--- src/rtl/bank_config_writer.sv ---
// rtl/bank_config_writer.sv - BL/WL configuration bank programmer
// Assembles one BL row from a word stream, then fires the row's WL with setup/pulse/hold timing.
module bank_config_writer #(
   parameter int BL_WIDTH  = 315,
   parameter int WL_WIDTH  = 4,
   parameter int DW        = 16,
   parameter int SETUP_CYC = 2,
   parameter int PULSE_CYC = 4,
   parameter int HOLD_CYC  = 2,
   localparam int NW = (BL_WIDTH + DW - 1) / DW,
   localparam int RW = (WL_WIDTH > 1) ? $clog2(WL_WIDTH) : 1
) (
   input  logic                clk,
   input  logic                reset,
   input  logic                start,
   input  logic [DW-1:0]       s_data,
   input  logic                s_valid,
   output logic                s_ready,
   output logic [BL_WIDTH-1:0] bl,
   output logic [WL_WIDTH-1:0] wl,
   output logic                busy,
   output logic                done,
   output logic [RW-1:0]       row
);

   localparam int WCW = (NW > 1) ? $clog2(NW) : 1;
   localparam int IW  = $clog2(NW * DW + 1);
   localparam int CW  = 16;

   typedef enum logic [2:0] {S_IDLE, S_LOAD, S_SETUP, S_PULSE, S_HOLD} state_t;

   state_t              r_state;
   state_t              w_state_nxt;
   logic [BL_WIDTH-1:0] r_bl;
   logic [BL_WIDTH-1:0] w_bl_nxt;
   logic [WL_WIDTH-1:0] r_wl;
   logic [RW-1:0]       r_row;
   logic [WCW-1:0]      r_word;
   logic [CW-1:0]       r_cnt;
   logic                r_ready;
   logic                r_busy;
   logic                r_done;
   logic                w_accept;
   logic                w_last_word;
   logic                w_cnt_zero;
   logic                w_last_row;
   logic                w_done_nxt;
   logic                w_load_cnt;
   logic [CW-1:0]       w_cnt_init;
   logic [IW-1:0]       w_base;
   logic [IW-1:0]       w_idx;

   assign w_accept    = (r_state == S_LOAD) && s_valid;
   assign w_last_word = (r_word == WCW'(NW - 1));
   assign w_cnt_zero  = (r_cnt == '0);
   assign w_last_row  = (r_row == RW'(WL_WIDTH - 1));
   assign w_base      = IW'(r_word) * IW'(DW);

   always_ff @(posedge clk or negedge reset) begin
      if (!reset) begin
         r_state <= S_IDLE;
      end else begin
         r_state <= w_state_nxt;
      end
   end

   always_comb begin
      w_state_nxt = r_state;
      w_done_nxt  = 1'b0;
      w_load_cnt  = 1'b0;
      w_cnt_init  = '0;
      case (r_state)
         S_IDLE: begin
            if (start) w_state_nxt = S_LOAD;
         end
         S_LOAD: begin
            if (w_accept && w_last_word) begin
               w_state_nxt = S_SETUP;
               w_load_cnt  = 1'b1;
               w_cnt_init  = CW'(SETUP_CYC - 1);
            end
         end
         S_SETUP: begin
            if (w_cnt_zero) begin
               w_state_nxt = S_PULSE;
               w_load_cnt  = 1'b1;
               w_cnt_init  = CW'(PULSE_CYC - 1);
            end
         end
         S_PULSE: begin
            if (w_cnt_zero) begin
               w_state_nxt = S_HOLD;
               w_load_cnt  = 1'b1;
               w_cnt_init  = CW'(HOLD_CYC - 1);
            end
         end
         S_HOLD: begin
            if (w_cnt_zero) begin
               if (w_last_row) begin
                  w_state_nxt = S_IDLE;
                  w_done_nxt  = 1'b1;
               end else begin
                  w_state_nxt = S_LOAD;
               end
            end
         end
         default: w_state_nxt = S_IDLE;
      endcase
   end

   // Bits of the final word that fall past BL_WIDTH are dropped here.
   always_comb begin
      w_bl_nxt = r_bl;
      w_idx    = '0;
      for (int i = 0; i < DW; i++) begin
         w_idx = w_base + IW'(i);
         if (w_idx < IW'(BL_WIDTH)) w_bl_nxt[w_idx] = s_data[i];
      end
   end

   // Outputs are registered from the next state so they line up with r_state.
   always_ff @(posedge clk or negedge reset) begin
      if (!reset) begin
         r_bl    <= '0;
         r_wl    <= '0;
         r_row   <= '0;
         r_word  <= '0;
         r_cnt   <= '0;
         r_ready <= 1'b0;
         r_busy  <= 1'b0;
         r_done  <= 1'b0;
      end else begin
         r_ready <= (w_state_nxt == S_LOAD);
         r_busy  <= (w_state_nxt != S_IDLE);
         r_done  <= w_done_nxt;
         r_wl    <= (w_state_nxt == S_PULSE) ? (WL_WIDTH'(1) << r_row) : '0;
         if (w_load_cnt) begin
            r_cnt <= w_cnt_init;
         end else if (!w_cnt_zero) begin
            r_cnt <= r_cnt - CW'(1);
         end
         case (r_state)
            S_IDLE: begin
               if (start) begin
                  r_row  <= '0;
                  r_bl   <= '0;
                  r_word <= '0;
               end
            end
            S_LOAD: begin
               if (w_accept) begin
                  r_bl   <= w_bl_nxt;
                  r_word <= w_last_word ? '0 : r_word + WCW'(1);
               end
            end
            S_HOLD: begin
               if (w_cnt_zero && !w_last_row) begin
                  r_row  <= r_row + RW'(1);
                  r_word <= '0;
               end
            end
            default: ;
         endcase
      end
   end

   assign s_ready = r_ready;
   assign bl      = r_bl;
   assign wl      = r_wl;
   assign busy    = r_busy;
   assign done    = r_done;
   assign row     = r_row;

endmodule

--- config.mk ---
export PLATFORM = sky130hd
export DESIGN_NAME = bank_config_writer
export DESIGN_NICKNAME = d
export VERILOG_FILES = /design/src/rtl/bank_config_writer.sv
export SDC_FILE = /design/constraint.sdc
export NUM_CORES = 1
export LEC_CHECK = 0
export BUFFER_PORTS_ARGS = -buffer_cell sky130_fd_sc_hd__buf_2
export CORE_MARGIN = 1
export CORE_UTILIZATION = 24
export CTS_BUF_LIST = sky130_fd_sc_hd__clkbuf_4 sky130_fd_sc_hd__clkbuf_8 sky130_fd_sc_hd__clkbuf_16
export DETAILED_ROUTE_END_ITERATION = 6
export GPL_TIMING_DRIVEN = 0
export PLACE_DENSITY = 0.42
export SYNTH_ARGS = -nofsm -noshare
export SYNTH_HDL_FRONTEND = slang
export SYNTH_SLANG_ARGS = --single-unit
--- constraint.sdc ---
create_clock -name clk -period 2.5 [get_ports clk]
set_input_delay 0.375 -clock clk [delete_from_list [all_inputs] [get_ports clk]]
set_output_delay 0.375 -clock clk [all_outputs]
set_load 0.02 [all_outputs]
# After elaboration in Yosys (flattened, before gate mapping)
# Cells that the tools add are included.
classes:
  n_addsub: 18
  order_cmp: 48
  n_eq_ne: 12
  n_shift: 1
  mux: 95
  n_reduce_logical: 30
op_table:
  columns: ["op", "count"]
  rows:
  - ["$mux W315", 18]
  - ["$bwmux W315", 16]
  - ["$pmux W315 S2", 1]
  - ["$lt A9 B10 Y1 const B", 16]
  - ["$ge A9 B1 Y1 const B", 16]
  - ["$lt A9 B9 Y1 const B", 16]
  - ["$demux W1 S9", 15]
  - ["$add A9 B4 Y9 const B", 8]
  - ["$add A9 B3 Y9 const B", 4]
  - ["$mux W16", 2]
  - ["$mux W1", 24]
  - ["$mux W5", 4]
  - ["$logic_and A1 B1 Y1", 19]
  - ["$add A9 B2 Y9 const B", 2]
  - ["$logic_not A16 Y1", 1]
  - ["$sub A16 B1 Y16 const B", 1]
  - ["$mux W3", 5]
  - ["$pmux W3 S5", 1]
  - ["$pmux W5 S3", 1]
  - ["$add A9 B1 Y9 const B", 1]
  - ["$eq A3 B2 Y1 const B", 3]
  - ["$eq A3 B1 Y1 const B", 2]
  - ["$mux W2", 3]
  - ["$ne A2 B2 Y1 const B", 3]
  - ["19 further kinds", 22]
totals:
  ff_bits: 348
  in_bits: 20
  output_inout_bits: 324
  wordCells: 213

# Depth between registers and ports, before layout
depth:
  depth_word: 38
  depth_mapped: 9
  ltp_nobuf: 6

# Worst setup path after synthesis
# OpenSTA, ideal clock, no wires.
synth_path:
  kind: "register to register"
  from: "reg r_word[0]"
  to: "reg r_bl[33], in the netlist bl[33]"
  setup_ns: 0.125
  arrival_ns: 1.966
  required_ns: 2.375
  slack_ns: 0.409
  path_stages_with_launch: 8
  n_path_buf: 1
  period_less_slack_ns: 2.091
  path_cell_list: "dfrtp_1 > inv_1 > ha_1 > nor2b_1 > nand2_1 > o21ai_0 > buf_2 > mux2_2"
synth_between:
  elab_chain_len: 37
  elab_cells_between_ends: 139
  cone_classes: "add/sub (15); order compare (46); mux (63); reduce/logical (15)"
synth_rtl:
  columns: ["item", "line_no", "source"]
  rows:
  - ["start: declaration", "38", "logic [WCW-1:0] r_word;"]
  - ["start signal: assignment", "153", "r_word <= w_last_word ? '0 : r_word + WCW'(1);"]
  - ["$add A9 B1 Y9", "116", "w_idx = w_base + IW'(i);"]
  - ["$lt A9 B10 Y1 (implied by the code) / $ge A9 B1 Y1 (equally long branches)", "117", "if (w_idx < IW'(BL_WIDTH)) w_bl_nxt[w_idx] = s_data[i];"]
  - ["$logic_and A1 B1 Y1 (implied by the code)", "117", null]
  - ["$mux W1 (implied by the code)", "117", null]
  - ["$demux W1 S9", "117", null]
  - ["$bwmux W315", "117", null]
  - ["$mux W315", "117", null]
  - ["$bwmux W315", "117", null]
  - ["[21 not listed]", null, null]
  - ["$bwmux W315", "117", null]
  - ["$mux W315", "117", null]
  - ["$bwmux W315", "117", null]
  - ["$mux W315", "117", null]
  - ["$bwmux W315", "117", null]
  - ["$mux W315 *", "117", null]
  - ["$mux W315 *", "151", "if (w_accept) begin"]
  - ["$pmux W315 S2 *", "142", "case (r_state)"]
  - ["end signal: assignment", "152", "r_bl <= w_bl_nxt;"]
  - ["end: declaration", "34", "logic [BL_WIDTH-1:0] r_bl;"]
# Mark *: on every way between the ends. The rest lies on a longest branch, timed or not. The select of a mux whose other input is x is not followed.
# A chain may end at the register's enable or synchronous reset.

# Worst setup path after layout
layout_path:
  from: "reg r_word[1]"
  to: "reg r_bl[216], in the netlist bl[216]"
# Same word-level chain as after synthesis.

==> metrics <==
Synth area leaders=dfrtp_1, mux2_2, nor2_1, o2bb2ai_1, o21ai_0; critical path buffer and inverter count=3; outcome=finished clean; Pwr Density=640 nW/um^2; layout cells sized above 1=42.7%; Yosys top cell by area=dfrtp_1; chip width=251 um; most frequent cells after synthesis=dfrtp_1, mux2_2, nor2_1; Sink Count=348; Lkg Pwr=9.73 nW; reg-to-reg endpoint=bl[216]; Netlist cell types=65; post-synth top area share=58.6%; Hold Path Cell Cnt=3; hold_sp=s_data[11]; CTS max path bufs=3; antenna violations before repair=7; Final WS setup=126 ps; top-count cell post-synth=dfrtp_1; CTS tree=done; crit-path leading delay family=buffers and inverters; Initial Util=24.5%; DR iter-0 viols=570; critical path class=reg2reg; worst min path class=in2reg; crit-path max cell delay=450 ps; routability cong.=0.774; DR pass1 iterations=4; YS warnings=0; post-route ant nets=0; slowest cell on the critical path=dfrtp_1; Hold EP=bl[251]; hold slack=179 ps; crit end category=register; RSZ-0062 raised after global routing=false; R2R Setup Slk=130 ps; I/O pins=344; asr flop ratio synth=100%; Critical Path Source Type=register; Primary FF master, synth=dfrtp_1; syn_nets=1279; Final min period=2370 ps; RR Startpoint=r_word[1]; detailed placement HPWL=39.8 mm; final period utilization=95.0%; Synth Cell Area=14900 um^2; total gr overflow=0; syn avg cell area=11.9 um^2; placement row count=90; Synth Instances=1250; CTS buffer count=45; highest clock rate=0.421 GHz; full die area=63000 um^2; DP Cell Count=2378; max_cap viols=0; Max IR drop VDD=392 uV; Slew @ Worst Pin=851 ps; first-pass GRT wire length=81.4 mm; Skew-Pair Late Insertion Delay=560 ps; largest net degree at the start of global routing=115; pre-CTS setup slack=-415 ps; Worst Skew=13.5 ps; core area=60800 um^2; Hold Violations, Final=0; Die Y=251 um; Port Buffer Count=343; Final Max Slew Viols=0; final net count=1675; Layout Cells excl Fill=2464; critical path fanouts, max=10; Post-synth EDFFs=0; Tot GR Track Use=17.5%; routed length per placed instance=22.5 um; Worst Path Arrival=2830 ps; Clk pin slew, worst setup/hold paths=60 ps; Via Count=11300; CP cell instances=inv_1, ha_1, and2b_2, nand3_1, o21a_1, buf_2, clkbuf_4, mux2_2; Vias per Instance=4.60; Worst slew margin=43.2%; Root Driver=clkbuf_16; sequential area share after synthesis=58.6%; Area Overhead vs Synth=29.5%; DRT Wirelength=55.4 mm; R2R depth=8; H-tree depth=2; vias in the first global route=11800; drt drc=0; number of synthesized register bits=348; Setup Viol. Count Final=0; CP required=2950 ps
per-layer routing:
layer	track usage (%)	part of all wire (%)
met1	22.5	43
met2	28.4	48
met3	5.33	7.1
met4	4.69	1.7
met5	0	0
area by class of cell:
cell class	count	area, um^2
clock buffers	63	1320
well taps	782	978
fillers	6339	41600
inverters	24	90.1
multi-input cells	773	5620
clock inverters	15	149
flip-flops and latches	348	8710
plain buffers	103	528
diodes	5	12.5
repair buffers	351	1850
how the worst max path moves through the flow:
stage | start | endpoint | slack, ps | cells after the start
detailed placement | r_word[0] | bl[37] | -410 | 7
global route | r_word[1] | bl[201] | 7 | 9
finish | r_word[1] | bl[216] | 130 | 8
CTS | r_state[2] | bl[182] | -30 | 6
floorplan | r_word[0] | bl[33] | 410 | 7
global placement | reset | bl[158] | -6180 | 1
worst reg2reg max path: stages, from the launching register on:
cell and delay [ps]:
dfrtp_1 450, inv_1 110, ha_1 240, and2b_2 310, nand3_1 180, o21a_1 130, buf_2 200, clkbuf_4 280
mux2_2 360
repair_timing:
item / in CTS / in global routing
endpoints found under the hold margin: 60 / 0
cloned: 0 / 0
setup endpoints to repair: 88 / 121
buffers inserted: 0 / 4
hold buffers: 1 / 0
pin swaps: 0 / 1
gates resized for setup: 11 / 23
cells by family (layout without fill, tap and decap cells):
logic type               count (synthesis)  after routing  synth area share (%)
AND/OR/NAND/NOR                        352            352                  11.5
flip-flops                             348            348                  58.6
multiplexers                           209            209                  15.8
AO/OA/AOI/OAI                          200            200                  9.07
buffers and inverters                  129            556                  4.06
adder cells (fa/ha/maj)                  9              9                 0.757
XOR/XNOR                                 3              3                 0.177
other                                    0              5                     0
state kept, by name (all words and copies together), names as in the netlist, 2 cells and up:
register  cells
wl            4
r_cnt        16
row           2
r_state       3
r_word        5
bl          315
stage by stage:
| stage | power [mW] | area (um^2) | setup TNS [ps] | util (%) |
|---|---|---|---|---|
| after detailed placement | 5.95 | 17700 | -12020 | 29.0 |
| after CTS | 12.6 | 19200 | -150 | 31.5 |
| after global placement | 5.93 | 17600 | -2140150 | 28.9 |
| after global routing | 12.8 | 19300 | 0 | 31.7 |
| after floorplan | 5.77 | 14900 | 0 | - |
| final | 12.3 | 19300 | 0 | 31.7 |
cells in the final DEF (no fill, tap or decap), types with 12 or more instances in the layout:
cell type / count
nand4_1: 12
nand2_1: 31
nand3_1: 57
nor2_1: 171
clkbuf_1: 35
clkbuf_16: 45
o21ai_0: 58
clkbuf_4: 14
o2bb2ai_1: 45
dfrtp_1: 347
inv_1: 24
mux2_2: 193
buf_2: 387
mux2_1: 13
a21oi_1: 14
o211ai_1: 22
o22ai_1: 19
where the power goes:
part           internal, mW  switching (mW)  leakage (nW)
registers              5.64         0.00264          4.74
clock network          3.88            2.60         0.735
logic                0.0398           0.166          4.26
total                  9.56            2.76          9.73
(Power assumes the default switching activity.)
